`src/rtl/color_bbox_accum_if.sv`:
```
// Pixel-mask input stream and per-frame result handshake between the mask
// stage, the bounding-box accumulator and the paddle tracker.
interface color_bbox_accum_if #(
  parameter int X_W   = 10,
  parameter int Y_W   = 10,
  parameter int CNT_W = 19
);
  logic                       in_valid;
  logic                       sof;
  logic [1:0]                 colorEncoding;
  logic                       res_ready;
  logic                       res_valid;
  logic [1:0]                 found;
  logic [2*X_W+2*Y_W-1:0]     c1_box;
  logic [2*X_W+2*Y_W-1:0]     c2_box;
  logic [CNT_W-1:0]           c1_count;
  logic [CNT_W-1:0]           c2_count;
  logic                       overrun;

  modport slave (
    input  in_valid, sof, colorEncoding, res_ready,
    output res_valid, found, c1_box, c2_box, c1_count, c2_count, overrun
  );

  modport master (
    output in_valid, sof, colorEncoding, res_ready,
    input  res_valid, found, c1_box, c2_box, c1_count, c2_count, overrun
  );
endinterface

```
`src/rtl/color_bbox_accum.sv`:
```
// Per-frame pixel count and bounding box for two mask colours, published once
// per frame over a valid/ready handshake. Index 1 = colour 1, index 0 = colour 2.
module color_bbox_accum #(
  parameter int IMG_W   = 640,
  parameter int IMG_H   = 480,
  parameter int X_W     = 10,
  parameter int Y_W     = 10,
  parameter int CNT_W   = 19,
  parameter int MIN_PIX = 16
) (
  input  logic                clk,
  input  logic                reset_n,
  color_bbox_accum_if.slave   bus
);
  localparam int BOX_W = 2*X_W + 2*Y_W;
  localparam logic [X_W-1:0]   X_LAST  = X_W'(IMG_W - 1);
  localparam logic [Y_W-1:0]   Y_LAST  = Y_W'(IMG_H - 1);
  localparam logic [CNT_W-1:0] MIN_CNT = CNT_W'(MIN_PIX);

  typedef enum logic [1:0] {IDLE, ACCUM, FINISH} state_t;

  state_t           state_q, state_d;
  logic [X_W-1:0]   x_q, x_d;
  logic [Y_W-1:0]   y_q, y_d;
  logic [CNT_W-1:0] cnt_q [2], cnt_d [2];
  logic             hit_q [2], hit_d [2];
  logic [X_W-1:0]   xmin_q [2], xmin_d [2], xmax_q [2], xmax_d [2];
  logic [Y_W-1:0]   ymin_q [2], ymin_d [2], ymax_q [2], ymax_d [2];

  logic             res_valid_q, res_valid_d;
  logic [1:0]       found_q, found_d;
  logic [BOX_W-1:0] c1_box_q, c1_box_d, c2_box_q, c2_box_d;
  logic [CNT_W-1:0] c1_count_q, c1_count_d, c2_count_q, c2_count_d;
  logic             overrun_q, overrun_d;

  logic             acc, init, publish;
  logic [X_W-1:0]   px;
  logic [Y_W-1:0]   py;

  always_comb begin
    state_d     = state_q;
    x_d         = x_q;
    y_d         = y_q;
    cnt_d       = cnt_q;
    hit_d       = hit_q;
    xmin_d      = xmin_q;
    xmax_d      = xmax_q;
    ymin_d      = ymin_q;
    ymax_d      = ymax_q;
    res_valid_d = res_valid_q;
    found_d     = found_q;
    c1_box_d    = c1_box_q;
    c2_box_d    = c2_box_q;
    c1_count_d  = c1_count_q;
    c2_count_d  = c2_count_q;
    overrun_d   = overrun_q;
    acc         = 1'b0;
    init        = 1'b0;
    publish     = 1'b0;
    px          = '0;
    py          = '0;

    case (state_q)
      IDLE: begin
        if (bus.in_valid && bus.sof) begin
          acc     = 1'b1;
          init    = 1'b1;
          state_d = ACCUM;
        end
      end
      ACCUM: begin
        if (bus.in_valid) begin
          acc = 1'b1;
          // A mid-frame sof abandons the partial frame and restarts at (0,0).
          if (bus.sof) begin
            init = 1'b1;
          end else begin
            px = x_q;
            py = y_q;
            if (x_q == X_LAST && y_q == Y_LAST) state_d = FINISH;
          end
        end
      end
      FINISH: begin
        publish = 1'b1;
        state_d = IDLE;
        if (bus.in_valid && bus.sof) begin
          acc     = 1'b1;
          init    = 1'b1;
          state_d = ACCUM;
        end
      end
      default: state_d = IDLE;
    endcase

    if (acc) begin
      if (px == X_LAST) begin
        x_d = '0;
        y_d = py + 1'b1;
      end else begin
        x_d = px + 1'b1;
        y_d = py;
      end
      for (int c = 0; c < 2; c++) begin
        if (init) begin
          cnt_d[c] = '0;
          hit_d[c] = 1'b0;
        end
        if (bus.colorEncoding[c]) begin
          if (cnt_d[c] != '1) cnt_d[c] = cnt_d[c] + 1'b1;
          if (!hit_d[c]) begin
            xmin_d[c] = px;
            xmax_d[c] = px;
            ymin_d[c] = py;
            ymax_d[c] = py;
            hit_d[c]  = 1'b1;
          end else begin
            if (px < xmin_d[c]) xmin_d[c] = px;
            if (px > xmax_d[c]) xmax_d[c] = px;
            if (py < ymin_d[c]) ymin_d[c] = py;
            if (py > ymax_d[c]) ymax_d[c] = py;
          end
        end
      end
    end

    if (res_valid_q && bus.res_ready) begin
      res_valid_d = 1'b0;
      overrun_d   = 1'b0;
    end

    // Publishing reads the registered accumulators, so a frame starting in
    // the same cycle cannot disturb the result being copied out.
    if (publish) begin
      res_valid_d = 1'b1;
      if (res_valid_q && !bus.res_ready) overrun_d = 1'b1;
      found_d[1]  = (cnt_q[1] >= MIN_CNT);
      found_d[0]  = (cnt_q[0] >= MIN_CNT);
      c1_count_d  = cnt_q[1];
      c2_count_d  = cnt_q[0];
      c1_box_d    = (found_d[1] && hit_q[1]) ? {xmin_q[1], xmax_q[1], ymin_q[1], ymax_q[1]} : '0;
      c2_box_d    = (found_d[0] && hit_q[0]) ? {xmin_q[0], xmax_q[0], ymin_q[0], ymax_q[0]} : '0;
    end
  end

  always_ff @(posedge clk) begin
    if (!reset_n) begin
      state_q     <= IDLE;
      x_q         <= '0;
      y_q         <= '0;
      for (int c = 0; c < 2; c++) begin
        cnt_q[c]  <= '0;
        hit_q[c]  <= 1'b0;
        xmin_q[c] <= '0;
        xmax_q[c] <= '0;
        ymin_q[c] <= '0;
        ymax_q[c] <= '0;
      end
      res_valid_q <= 1'b0;
      found_q     <= '0;
      c1_box_q    <= '0;
      c2_box_q    <= '0;
      c1_count_q  <= '0;
      c2_count_q  <= '0;
      overrun_q   <= 1'b0;
    end else begin
      state_q     <= state_d;
      x_q         <= x_d;
      y_q         <= y_d;
      cnt_q       <= cnt_d;
      hit_q       <= hit_d;
      xmin_q      <= xmin_d;
      xmax_q      <= xmax_d;
      ymin_q      <= ymin_d;
      ymax_q      <= ymax_d;
      res_valid_q <= res_valid_d;
      found_q     <= found_d;
      c1_box_q    <= c1_box_d;
      c2_box_q    <= c2_box_d;
      c1_count_q  <= c1_count_d;
      c2_count_q  <= c2_count_d;
      overrun_q   <= overrun_d;
    end
  end

  assign bus.res_valid = res_valid_q;
  assign bus.found     = found_q;
  assign bus.c1_box    = c1_box_q;
  assign bus.c2_box    = c2_box_q;
  assign bus.c1_count  = c1_count_q;
  assign bus.c2_count  = c2_count_q;
  assign bus.overrun   = overrun_q;
endmodule

```
`src/flat_wrapper.sv`:
```
// flat-port wrapper written by rule: the top's interface ports become plain ports
module color_bbox_accum_flat 
#(
  parameter int IMG_W   = 640,
  parameter int IMG_H   = 480,
  parameter int X_W     = 10,
  parameter int Y_W     = 10,
  parameter int CNT_W   = 19,
  parameter int MIN_PIX = 16
)
  (clk, reset_n, bus_in_valid, bus_sof, bus_colorEncoding, bus_res_ready, bus_res_valid, bus_found, bus_c1_box, bus_c2_box, bus_c1_count, bus_c2_count, bus_overrun);
  color_bbox_accum_if #(.X_W(X_W), .Y_W(Y_W), .CNT_W(CNT_W)) bus_i ();
  input  logic clk;
  input  logic reset_n;
  input wire logic [$bits(bus_i.in_valid)-1:0] bus_in_valid;
  input wire logic [$bits(bus_i.sof)-1:0] bus_sof;
  input wire logic [$bits(bus_i.colorEncoding)-1:0] bus_colorEncoding;
  input wire logic [$bits(bus_i.res_ready)-1:0] bus_res_ready;
  output wire logic [$bits(bus_i.res_valid)-1:0] bus_res_valid;
  output wire logic [$bits(bus_i.found)-1:0] bus_found;
  output wire logic [$bits(bus_i.c1_box)-1:0] bus_c1_box;
  output wire logic [$bits(bus_i.c2_box)-1:0] bus_c2_box;
  output wire logic [$bits(bus_i.c1_count)-1:0] bus_c1_count;
  output wire logic [$bits(bus_i.c2_count)-1:0] bus_c2_count;
  output wire logic [$bits(bus_i.overrun)-1:0] bus_overrun;
  assign bus_i.in_valid = bus_in_valid;
  assign bus_i.sof = bus_sof;
  assign bus_i.colorEncoding = bus_colorEncoding;
  assign bus_i.res_ready = bus_res_ready;
  assign bus_res_valid = bus_i.res_valid;
  assign bus_found = bus_i.found;
  assign bus_c1_box = bus_i.c1_box;
  assign bus_c2_box = bus_i.c2_box;
  assign bus_c1_count = bus_i.c1_count;
  assign bus_c2_count = bus_i.c2_count;
  assign bus_overrun = bus_i.overrun;
  color_bbox_accum #(.IMG_W(IMG_W), .IMG_H(IMG_H), .X_W(X_W), .Y_W(Y_W), .CNT_W(CNT_W), .MIN_PIX(MIN_PIX)) u_core (.clk(clk), .reset_n(reset_n), .bus(bus_i));
endmodule
```
`config.mk`:
```
export PLATFORM = sky130hd
export DESIGN_NAME = color_bbox_accum_flat
export DESIGN_NICKNAME = d
export VERILOG_FILES = /design/src/rtl/color_bbox_accum_if.sv /design/src/rtl/color_bbox_accum.sv /design/src/flat_wrapper.sv
export SDC_FILE = /design/constraint.sdc
export NUM_CORES = 1
export LEC_CHECK = 0
export ABC_AREA = 1
export ABC_CLOCK_PERIOD_IN_PS = 5000
export BUFFER_PORTS_ARGS = -buffer_cell sky130_fd_sc_hd__buf_2
export CAP_MARGIN = 20
export CELL_PAD_IN_SITES_DETAIL_PLACEMENT = 2
export CELL_PAD_IN_SITES_GLOBAL_PLACEMENT = 2
export CORE_MARGIN = 5
export CORE_UTILIZATION = 36
export CTS_CLUSTER_DIAMETER = 30
export CTS_CLUSTER_SIZE = 28
export DETAILED_ROUTE_END_ITERATION = 12
export PLACE_DENSITY_LB_ADDON = 0.1
export SYNTH_ARGS = -nofsm -noshare
export SYNTH_HDL_FRONTEND = slang
export SYNTH_SLANG_ARGS = --single-unit
```
`constraint.sdc`:
```
create_clock -name clk -period 5 [get_ports clk]
set_input_delay 0.25 -clock clk [delete_from_list [all_inputs] [get_ports clk]]
set_output_delay 0.25 -clock clk [all_outputs]
set_load 0.05 [all_outputs]
```
Yosys cells after proc, flatten, opt, wreduce, memory -nomap -nowiden

Index checks and enable logic that the tools add are counted.

Magnitude comparators: 10
Multiplexer cells: 58
Reductions and logical operators: 19
Eq/ne operators: 19
$add $sub $neg: 4

Operators by type and width:

| kind                    | number |
|---|---|
| $mux W10                | 24 |
| $mux W19                | 8 |
| $mux W40                | 2 |
| $gt A10 B10 Y1          | 4 |
| $lt A10 B10 Y1          | 4 |
| $add A19 B1 Y19 const B | 2 |
| $ge A19 B5 Y1 const B   | 2 |
| $ne A19 B19 Y1 const B  | 2 |
| $reduce_and A3 Y1       | 8 |
| $add A10 B1 Y10 const B | 2 |
| $eq A10 B10 Y1 const B  | 2 |
| $ne A2 B2 Y1 const B    | 10 |
| $mux W1                 | 17 |
| $eq A10 B9 Y1 const B   | 1 |
| $mux W2                 | 4 |
| $logic_and A1 B1 Y1     | 6 |
| $pmux W2 S3             | 1 |
| $ne A2 B1 Y1 const B    | 2 |
| $pmux W1 S2             | 2 |
| $reduce_and A4 Y1       | 1 |
| $eq A2 B1 Y1 const B    | 1 |
| $eq A2 B2 Y1 const B    | 1 |
| $logic_not A2 Y1        | 1 |
| $reduce_bool A2 Y1      | 1 |
| 2 further kinds         | 2 |

Bits in registers: 264
Output and inout bits: 122
Word-level logic and storage cells: 132
Input port bits: 7

Logic depth before layout (Yosys ltp)

Word-level depth: 8
Depth in mapped cells: 20
Mapped depth without buffers: 20

Worst setup path after synthesis

OpenSTA, ideal clock, no wires.

Path type: reg-to-reg
Start point: reg u_core.state_q[0]
End point: reg u_core.xmax_q[18] in the netlist's numbering
Arrival: 2.603 ns
Library setup time: 0.113 ns
Stages on the path, launching flop included: 20
Path slack: 2.284 ns
Buffers on the path: 2
Clock period less this slack: 2.716 ns
Data required time: 4.887 ns
Cells stage by stage: dfxtp_1 nand3_4 buf_6 nor3_1 ha_1 nand2_1 inv_1 o21ai_0 nand2_1 o21ai_1 nand2_1 nand2_1 nand2_1 nand2_1 nand2_2 nand2_1 buf_2 nand2_1 nand2_1 nor2_1

Elaborated cells between the ends (all ways): 14
Those cells by class: order compare (1); eq/ne (3); mux (7); reduce/logical (3)

RTL lines:

| what                               | RTL line                | source |
|---|---|---|
| from (decl)                        | color_bbox_accum.sv:22  | `state_t state_q, state_d;` |
| from (signal assigned)             | color_bbox_accum.sv:167 | `state_q <= state_d;` |
| $eq A2 B1 Y1                       | color_bbox_accum.sv:63  | `case (state_q)` |
| $mux W10                           | color_bbox_accum.sv:63  |  |
| net u_core.px[3]                   | color_bbox_accum.sv:37  | `logic [X_W-1:0] px;` |
| $gt A10 B10 Y1                     | color_bbox_accum.sv:119 | `if (px > xmax_d[c]) xmax_d[c] = px;` |
| $ne A2 B2 Y1 (no source line)      | -                       |  |
| $reduce_and A3 Y1 (no source line) | -                       |  |
| to (signal assigned)               | color_bbox_accum.sv:173 | `xmax_q <= xmax_d;` |
| to (decl)                          | color_bbox_accum.sv:27  | `logic [X_W-1:0] xmin_q [2], xmin_d [2], xmax_q [2], xmax_d [2];` |

The timed path passes the listed nets, and every way through them passes these cells. The select of a mux whose other input is x is not followed.
A chain may end at the register's enable or synchronous reset.

Worst setup path in the final report

Start point: reg u_core.state_q[0]
End point: reg u_core.xmax_q[7] in the netlist's numbering

Same word-level chain as after synthesis.

==> out/summary.md <==
In this run the vertical extent of the chip is 205 um. The final number of max-transition violations is 0. Total power per unit cell area: 432 mW/mm^2. The remaining design rule violation count was 0; the maximum level of the CTS H-tree was 3. The dominant synthesized flop cell is dfxtp_1. The root buffer cell is clkbuf_16. Sequential fraction of the synthesis area: 38.8%.

Based on the critical path, the design can be clocked at up to 0.260 GHz. In the final layout, the share of cells above drive strength 1 is 15.4%. The count of nets left with antenna violations once routing finished came out at 0.

Summed over all nets, the half-perimeter wirelength after detailed placement is 33.2 mm. For the data required time at the worst endpoint, the log shows 5.46 ns. Setup repair after global routing left no endpoint under its margin. The first detailed-routing pass ran for 5 iterations. The logs give 0.0375 mm^2 for the core footprint and 7.50 nW for the leakage power figure. After routing, the total negative slack on setup checks comes to 0 ns. For this block, the via count after detailed routing is 13910. For the placed standard-cell area, the log shows 0.0146 mm^2. In this run the worst path has a maximum fanout of 18. The die covers 0.0418 mm^2. Counting along the longest clock path gives a buffer depth of 3. At the later pin of the worst-skew pair, clock insertion delay measures 0.59 ns. Clock tree synthesis inserted a total of 73 buffers. The power after layout is 7.41 mW.

Final worst hold slack: 0.167 ns. Max-cap violations in this run came to 0. The top-level I/O count was 129; the post-route worst setup slack was 1.16 ns.

The flow ran to the end, and the final reports show no timing, DRC or antenna violations. The tree built by TritonCTS fans out to 264 sinks. The tools report the startpoint type of the worst setup path as a register.

The logs give 2 for the number of antenna violations at the first check in global routing and 0 for the final number of setup-violating endpoints. Fraction of the cycle the final worst path needs: 76.8%. Post-CTS timing repair inserted 0 buffers for setup. In this run, synthesis produced a sequential element count of 264.

The run gives 0.264 mV as the peak supply drop. Buffers placed on the I/O ports in this run total 128. The tools report the number of global-route vias before repair as 15407. Global routing used 24.7% of the available tracks.

For the final database, setup skew stands at 0.0220 ns. The count of instances resized after the clock tree is built was 0. Synthesis produced a netlist with a net count of 2030. The filler-free cell count of the finished design came out at 2634.

The most common cell after layout, fill and taps aside was nand2_1. The worst slack at placement was 1.34 ns. The worst pin sits at a relative slew slack of 28.9%. The net total in the final layout was 2148; the number of cell rows was 71. Yosys mapped a number of flops with a built-in enable equal to 0. STA classifies the critical path endpoint as a register. For the first-pass GRT wire length, the log shows 84.0 mm. For the routability-driven placement congestion ratio, the log shows 0.843. The biggest area contributor in the post-synthesis netlist is dfxtp_1. In this run, placement finished with an instance count of 2503.

Summed over all layers, the global routing overflow is 0. Initial DRC count: 481. The initial core utilization was 36.3%. The type of the worst setup path was reg2reg. In this run the cell area of the synthesized design comes to 0.0136 mm^2.

The worst path in the final design needs a cycle of 3.84 ns, including I/O delays and setup. After detailed routing, the number of vias per cell comes to 5.28. For the pin with the worst max-slew slack, the measured transition is 1.07 ns. The layout-stage area growth over the synthesis result is 25.9%, and the post-synthesis async set-or-reset flop share is 0%. Yosys attributes the largest share of cell area to dfxtp_1 39%, nand2_1 11%, a21oi_1 7.9%.

At the worst endpoint, the arrival time is 4.30 ns. The top cell types in the final layout, fill and taps aside, are 410 x nand2_1, 264 x dfxtp_1, 223 x nor2_1, 220 x inv_1, 214 x a21oi_1. In the final routed layout, each cell accounts on average for 19.7 um. The Yosys step of the flow raised 0 warnings.

Clock-pin slew was measured on the worst setup and hold paths at 0.04 ns. In this run the mean area of a mapped cell was 6.98 um^2. The logs give 47 for the number of distinct standard cells referenced by the synthesized netlist and 0.0172 mm^2 for the final instance area.

Wires add up to 52.0 mm. After synthesis, the largest area contributor takes up 38.8% of total cell area. The die is 205 um wide.

TritonCTS built the clock tree. At the end of the flow the core is filled with cells to 45.8%. After technology mapping, the gate count stands at 1951. The tightest min-delay check is of the in2reg type. The maximum number of pins on one net before global-route repair was 113. The tools report the number of endpoints with negative hold slack in the final report as 0.
worst max-delay path, stage by stage, from the launching register on:
cell     delay, ns
dfxtp_1       0.48
nand3_4       0.36
nor3_2        0.85
ha_1          0.39
inv_1         0.06
nor2_1        0.04
o21ai_0       0.17
nand2_1       0.09
o21ai_0       0.16
nand2_1       0.07
nand2_1       0.05
nand2_1       0.04
nand2_1       0.07
nand2_1       0.32
nand2_1       0.34
nand2_1       0.10
nand2_1       0.07
nor2_1        0.05
kinds of logic after synthesis:
group	Yosys count	synth area share [%]
simple gates	946	31.4
buf+inv	338	10.0
compound gates	316	12.2
flops	264	38.8
fa+ha+maj	72	6.61
xor+xnor	15	0.964
flip-flops by register name, indices dropped and copies added, names as in the netlist, named ones only:
name,cells
u_core.x_q,10
u_core.ymin_q,20
u_core.bus.res_valid,1
u_core.bus.c2_count,19
u_core.cnt_q,38
u_core.bus.c1_count,19
u_core.bus.found,2
u_core.state_q,2
u_core.ymax_q,20
u_core.bus.c2_box,40
u_core.bus.c1_box,40
u_core.xmax_q,20
u_core.hit_q,2
u_core.xmin_q,20
u_core.y_q,10
metal layers:
| metal | vias up | wire length, um | part of all wire, % | track usage [%] |
|---|---|---|---|---|
| met5 | - | 20 | 0.038 | 0 |
| met4 | 4 | 1310 | 2.5 | 7.73 |
| met3 | 104 | 1940 | 3.7 | 5.32 |
| met2 | 218 | 26000 | 50 | 43.8 |
| met1 | 6966 | 22800 | 44 | 29.9 |
| li1 | 6618 | - | - | - |
what timing repair did:
item                                    4_1_cts  5_1_grt
hold endpoints to repair                      2        0
endpoints found under the setup margin        0        0
hold buffers                                  1        0
synth_stat cells (2+ instances only):
library cell	count
nand2_1	410
dfxtp_1	264
nor2_1	225
inv_1	220
a21oi_1	214
nand3_1	165
ha_1	72
nand4_1	63
clkbuf_1	60
o21ai_0	58
nor3_1	21
buf_1	17
buf_2	15
xor2_1	14
nor2_2	11
buf_4	10
nand2_2	10
o21ai_1	10
a211oi_1	9
nor4_1	9
inv_2	8
o211ai_1	8
o21bai_1	8
nor2_4	7
nor3_2	6
buf_6	5
nor3_4	4
nand3_4	3
nand3b_1	3
a21o_1	2
clkinv_1	2
nand3_2	2
o22ai_1	2
power breakdown:
| part | internal [mW] | switching (mW) |
|---|---|---|
| combinational | 0.116 | 0.299 |
| clock | 3.42 | 1.38 |
| sequential | 2.15 | 0.0406 |
| total | 5.69 | 1.72 |
worst paths after layout:
kind                                                          from                                  to  slack, ns  depth (start not counted)
worst max-delay path                u_core.state_q[0]$_SDFFE_PN0P_       u_core.xmax_q[7]$_SDFFE_PN0P_       1.16                         17
worst max register to register      u_core.state_q[0]$_SDFFE_PN0P_       u_core.xmax_q[7]$_SDFFE_PN0P_       1.16                         17
worst min register to register  u_core.bus.c1_box[34]$_SDFFE_PN0N_  u_core.bus.c1_box[34]$_SDFFE_PN0N_       0.46                          2
worst min-delay path                          bus_colorEncoding[1]        u_core.cnt_q[0]$_SDFFE_PN0P_       0.17                          4
cell type report:
cell class	count	area, um^2
Antenna cell	1	2.50
Clock buffer	99	2110
Clock inverter	29	405
Fill cell	4415	20300
Inverter	231	872
Multi-Input combinational cell	1349	7010
Sequential cell	264	5290
Tap cell	511	639
Timing Repair Buffer	150	831
(Power assumes the default switching activity.)
